File: src/rtl/instr_sequencer_if.sv
// Data-memory request/acknowledge bundle between the sequencer and data memory.
interface instr_sequencer_if;
  logic mem_req;
  logic mem_we;
  logic mem_ack;

  modport master (output mem_req, output mem_we, input mem_ack);
  modport slave  (input mem_req, input mem_we, output mem_ack);
endinterface

File: src/rtl/instr_sequencer.sv
// Multi-cycle FETCH/DECODE/EXEC/MEM/WB sequencer: owns the PC, gates decoder
// write enables into single-cycle strobes and runs the data-memory handshake.
module instr_sequencer #(
  parameter int                 mcodebits   = 4,
  parameter int                 pcwidth     = 10,
  parameter logic [mcodebits-1:0] HALT_OP   = 4'b1111,
  parameter int                 MEM_TIMEOUT = 15,
  parameter int                 cntwidth    = 16
) (
  input  logic                 clk,
  input  logic                 reset_n,
  input  logic                 start,
  input  logic [mcodebits-1:0] opcode,
  input  logic                 dec_branch,
  input  logic                 dec_memwrite,
  input  logic                 dec_memtoreg,
  input  logic                 dec_regwrite,
  input  logic                 alu_taken,
  input  logic [pcwidth-1:0]   branch_target,
  instr_sequencer_if.master    mem,
  output logic [pcwidth-1:0]   pc,
  output logic                 ir_load,
  output logic                 rf_we,
  output logic                 busy,
  output logic                 done,
  output logic                 error,
  output logic [cntwidth-1:0]  instr_count,
  output logic [cntwidth-1:0]  cycle_count
);

  localparam int waitwidth = $clog2(MEM_TIMEOUT + 1);

  typedef enum logic [2:0] {IDLE, FETCH, DECODE, EXEC, MEM, WB, HALT} state_t;

  state_t                state_reg, state_next;
  logic [pcwidth-1:0]    pc_reg;
  logic [pcwidth-1:0]    target_reg;
  logic                  taken_reg;
  logic [waitwidth-1:0]  wait_reg;
  logic                  error_reg;
  logic [cntwidth-1:0]   instr_count_reg;
  logic [cntwidth-1:0]   cycle_count_reg;
  logic                  mem_req_c, mem_we_c, timeout_c;

  // Strobes are decoded from the state register only, so an async reset
  // forces them low in the same cycle.
  always_comb begin
    state_next = state_reg;
    ir_load    = 1'b0;
    mem_req_c  = 1'b0;
    mem_we_c   = 1'b0;
    rf_we      = 1'b0;
    timeout_c  = 1'b0;
    case (state_reg)
      IDLE, HALT: if (start) state_next = FETCH;
      FETCH: begin
        ir_load    = 1'b1;
        state_next = DECODE;
      end
      DECODE: state_next = (opcode == HALT_OP) ? HALT : EXEC;
      EXEC: state_next = (dec_memwrite | dec_memtoreg) ? MEM : WB;
      MEM: begin
        mem_req_c = 1'b1;
        mem_we_c  = dec_memwrite;
        if (mem.mem_ack) begin
          state_next = WB;
        end else if (wait_reg == waitwidth'(MEM_TIMEOUT - 1)) begin
          timeout_c  = 1'b1;
          state_next = HALT;
        end
      end
      WB: begin
        rf_we      = dec_regwrite & ~dec_memwrite;
        state_next = FETCH;
      end
      default: state_next = IDLE;
    endcase
  end

  always_ff @(posedge clk or negedge reset_n) begin
    if (!reset_n) begin
      state_reg       <= IDLE;
      pc_reg          <= '0;
      target_reg      <= '0;
      taken_reg       <= 1'b0;
      wait_reg        <= '0;
      error_reg       <= 1'b0;
      instr_count_reg <= '0;
      cycle_count_reg <= '0;
    end else begin
      state_reg <= state_next;
      wait_reg  <= (state_reg == MEM && !mem.mem_ack) ? wait_reg + 1'b1 : '0;
      if (timeout_c) error_reg <= 1'b1;
      // The cycle that drops into HALT is not counted, so a run of N busy
      // cycles reports N-1 elapsed cycles.
      if (busy && state_next != HALT && cycle_count_reg != '1)
        cycle_count_reg <= cycle_count_reg + 1'b1;
      case (state_reg)
        IDLE, HALT: begin
          if (start) begin
            pc_reg          <= '0;
            instr_count_reg <= '0;
            cycle_count_reg <= '0;
            error_reg       <= 1'b0;
          end
        end
        DECODE: begin
          if (opcode == HALT_OP && instr_count_reg != '1)
            instr_count_reg <= instr_count_reg + 1'b1;
        end
        EXEC: begin
          taken_reg  <= dec_branch & alu_taken;
          target_reg <= branch_target;
        end
        WB: begin
          pc_reg <= taken_reg ? target_reg : pc_reg + 1'b1;
          if (instr_count_reg != '1) instr_count_reg <= instr_count_reg + 1'b1;
        end
        default: ;
      endcase
    end
  end

  assign mem.mem_req  = mem_req_c;
  assign mem.mem_we   = mem_we_c;
  assign pc           = pc_reg;
  assign busy         = (state_reg != IDLE) && (state_reg != HALT);
  assign done         = (state_reg == HALT);
  assign error        = error_reg;
  assign instr_count  = instr_count_reg;
  assign cycle_count  = cycle_count_reg;

endmodule

File: src/flat_wrapper.sv
// flat-port wrapper written by rule: the top's interface ports become plain ports
module instr_sequencer_flat 
#(
  parameter int                 mcodebits   = 4,
  parameter int                 pcwidth     = 10,
  parameter logic [mcodebits-1:0] HALT_OP   = 4'b1111,
  parameter int                 MEM_TIMEOUT = 15,
  parameter int                 cntwidth    = 16
)
  (clk, reset_n, start, opcode, dec_branch, dec_memwrite, dec_memtoreg, dec_regwrite, alu_taken, branch_target, pc, ir_load, rf_we, busy, done, error, instr_count, cycle_count, mem_mem_req, mem_mem_we, mem_mem_ack);
  instr_sequencer_if mem_i ();
  input  logic clk;
  input  logic reset_n;
  input  logic start;
  input  logic [mcodebits-1:0] opcode;
  input  logic dec_branch;
  input  logic dec_memwrite;
  input  logic dec_memtoreg;
  input  logic dec_regwrite;
  input  logic alu_taken;
  input  logic [pcwidth-1:0] branch_target;
  output logic [pcwidth-1:0] pc;
  output logic ir_load;
  output logic rf_we;
  output logic busy;
  output logic done;
  output logic error;
  output logic [cntwidth-1:0] instr_count;
  output logic [cntwidth-1:0] cycle_count;
  output wire logic [$bits(mem_i.mem_req)-1:0] mem_mem_req;
  output wire logic [$bits(mem_i.mem_we)-1:0] mem_mem_we;
  input wire logic [$bits(mem_i.mem_ack)-1:0] mem_mem_ack;
  assign mem_mem_req = mem_i.mem_req;
  assign mem_mem_we = mem_i.mem_we;
  assign mem_i.mem_ack = mem_mem_ack;
  instr_sequencer #(.mcodebits(mcodebits), .pcwidth(pcwidth), .HALT_OP(HALT_OP), .MEM_TIMEOUT(MEM_TIMEOUT), .cntwidth(cntwidth)) u_core (.clk(clk), .reset_n(reset_n), .start(start), .opcode(opcode), .dec_branch(dec_branch), .dec_memwrite(dec_memwrite), .dec_memtoreg(dec_memtoreg), .dec_regwrite(dec_regwrite), .alu_taken(alu_taken), .branch_target(branch_target), .mem(mem_i), .pc(pc), .ir_load(ir_load), .rf_we(rf_we), .busy(busy), .done(done), .error(error), .instr_count(instr_count), .cycle_count(cycle_count));
endmodule
File: config.mk
export PLATFORM = sky130hd
export DESIGN_NAME = instr_sequencer_flat
export DESIGN_NICKNAME = d
export VERILOG_FILES = /design/src/rtl/instr_sequencer_if.sv /design/src/rtl/instr_sequencer.sv /design/src/flat_wrapper.sv
export SDC_FILE = /design/constraint.sdc
export NUM_CORES = 1
export LEC_CHECK = 0
export ABC_CLOCK_PERIOD_IN_PS = 2400
export CAP_MARGIN = 0
export CORE_MARGIN = 1
export CORE_UTILIZATION = 25
export DETAILED_ROUTE_END_ITERATION = 12
export GPL_TIMING_DRIVEN = 0
export SETUP_SLACK_MARGIN = 0.02
export SLEW_MARGIN = 20
export SYNTH_ARGS = -nofsm -noshare
export SYNTH_HDL_FRONTEND = slang
export SYNTH_SLANG_ARGS = --single-unit
File: constraint.sdc
create_clock -name clk -period 2.4 [get_ports clk]
set_clock_uncertainty 0.2 [all_clocks]
set_input_delay 0.72 -clock clk [delete_from_list [all_inputs] [get_ports clk]]
set_output_delay 0.72 -clock clk [all_outputs]
set_load 0.01 [all_outputs]
==> results.ini <==
[outcome]
status=complete, but fails checks
violations=negative setup slack

[routing]
highest_layer=met4
wl_met3_um=310
vias=3260
wl_met1_um=4691
drc=0
drt_wl_total_um=9931
drt-pass1-iter-count=4
drt_iter0_drc=147
wl_met2_um=4754
via_per_inst=5.031
wire_per_inst_um=15.33
ant_nets=0

[synthesis]
synth-edff-count=0
synth_seq_cells=61
syn_area_per_cell_um2=9.410
synthArstFlopShare_pct=100.0
syn_area_mm2=0.003435
synth.distinct_cells=60
yosysSeqAreaShare_pct=44.44
synth_area_leaders=dfrtp_1 (44%), nand2_1 (4.3%), mux2i_1 (3.8%), o21ai_0 (3.6%), mux2_2 (3.3%)
ys_warn_count=0
ys.flop_type=dfrtp_1
yosysTopAreaCellShare_pct=44.44
synthCells=365
synth_nets=393
post-synth-top-area-cell=dfrtp_1

[clock_network]
cts.sinks=61
cts_tree=built
clock_path_buffers=2
path_clk_slew_ns=0.05
clock_tree.root_cell=clkbuf_16
cts_inserted_buffers=9
clk_latency_ns=0.33
htree_levels=3

[place]
dp_hpwl_um=6847
portBuffers=71
gp_congestion=0.8055

[critical_path]
cp-start-kind=flip-flop
worstSetupEndpointType=output pin
path_class=flip-flop to output pin
crit_required_ns=1.48
cp_max_fo=4
worstPathArrival_ns=1.53

[global_route]
grt_pass1_vias=3066
grt_max_degree=40
grt_first_pass_wirelength_um=15770
overflow=0
antenna_found_initial=0
grt_usage_pct=14.09

[sta]
worstMarginPinSlew_ns=0.5843
fin_crit_ns=2.453
max_slew_margin_pct=61.05
hold_viol=0
tns_ns=-0.1796
finalSetupViolCount=4
slew_viol_final=0
fmax_ghz=0.4077
whs_ns=0.08773
finalCritPeriodShare_pct=102.2
fin_ws_ns=-0.05304
rsz0062_at_grt=yes

[finish]
final_cell_mix=dfrtp_1 (58), clkdlybuf4s50_1 (57), nand2_1 (37), nor2_1 (28), o21ai_0 (25)
n_antenna_cell=0
drive_gt1_share_pct=22.46
final_common_cell=dfrtp_1
area_growth_pct=46.85
layout.nets=495

[floorplanning]
start_util_pct=25.83
die-area_mm2=0.01421
die_y_um=119.2
core_area_mm2=0.01330
placementRows=42
ios=72
die_x_um=119.2

[run]
cap_violations=0

[power]
power.density_mw_per_mm2=1030
p_leak_nw=2.084
ir_worst_vdd_uv=354.7

[hold_path]
hold_class=input port to async pin

worst paths after layout:
path | endpoint | from | slack [ns] | cells past startpoint
worst max-delay path | mem_mem_we | u_core.state_reg[1] | -0.05 | 5
worst min-delay path | u_core.target_reg[8] | reset_n | 0.09 | 1
worst max register to register | u_core.instr_count[14] | u_core.state_reg[2] | 0.04 | 9
worst min register to register | u_core.wait_reg[0] | u_core.wait_reg[0] | 0.28 | 1
max in group asynchronous | u_core.state_reg[2] | reset_n | 1.38 | 2
min in group clk | u_core.wait_reg[0] | u_core.wait_reg[0] | 0.28 | 1
per-stage QoR:
stage | instance area, um^2 | power, W | worst slack (ns) | cells | util [%]
after global routing | 5044 | 0.005490 | -0.09197 | 648 | 37.94
after detailed placement | 4417 | 0.003428 | -0.6271 | 613 | 33.22
after CTS | 4942 | 0.005124 | -0.06175 | 645 | 37.17
final | 5044 | 0.005193 | -0.05304 | 648 | 37.94
after global placement | 4399 | 0.003370 | -1.740 | 612 | 33.09
after floorplan | 3468 | 0.002671 | 0.01226 | 365 | -
per-layer routing:
layer  vias to the layer above  GRT usage, %
li1                       1555             -
met1                      1610         18.80
met2                        84         22.38
met3                        11         2.107
met4                         0         6.487
met5                         -             0
critical path: stages (launching register included):
cell	delay, ns
dfrtp_1	0.40
buf_6	0.14
and2b_2	0.28
buf_6	0.12
and3_4	0.17
buf_6	0.09
timing repair:
| item | CTS | global route |
|---|---|---|
| setup endpoints to repair | 47 | 43 |
| pin swaps | 9 | 11 |
| gates resized for setup | 60 | 28 |
| hold buffers | 0 | 0 |
| buffers inserted | 17 | 3 |
power by group:
part | total [W] | internal (W) | switching (W)
sequential | 0.00150 | 0.00127 | 0.000224
clock | 0.00134 | 0.000882 | 0.000455
combinational | 0.00236 | 0.00111 | 0.00125
layout make-up:
| class | count | area [um^2] |
|---|---|---|
| Fill cell | 1283 | 8252 |
| Multi-Input combinational cell | 278 | 1943 |
| Sequential cell | 61 | 1530 |
| Timing Repair Buffer | 92 | 882.1 |
| Clock buffer | 12 | 266.5 |
| Tap cell | 176 | 220.2 |
| Buffer | 16 | 118.9 |
| Clock inverter | 4 | 45.04 |
| Inverter | 9 | 37.54 |
Yosys cell counts (2+ instances only):
cell type	count
a211oi_1	2
nor4b_1	2
nand4_1	12
a22oi_1	3
mux2i_1	13
and4_1	5
dfrtp_1	61
ha_1	5
and3_1	10
nand3_1	19
and2_1	9
nor2_1	29
a31o_1	2
o31ai_1	12
xnor2_1	4
buf_6	3
or3_1	2
xor2_1	2
buf_2	3
nand4b_1	3
nand2b_1	6
clkbuf_1	10
o41ai_1	2
nor4_1	4
a21o_1	2
a21oi_1	18
mux2_2	10
nor3b_1	2
o21ai_0	25
nor3_1	4
nand2_1	39
or4_1	6
nor2b_1	2
inv_1	8
kinds of logic after synthesis:
kind of cell	share of synthesized area, %
compound gates	15.41
xor+xnor	1.530
fa+ha+maj	1.821
buf+inv	3.716
flops	44.44
mux	7.067
simple gates	26.01
No activity file was read; power rests on OpenSTA's default activity.
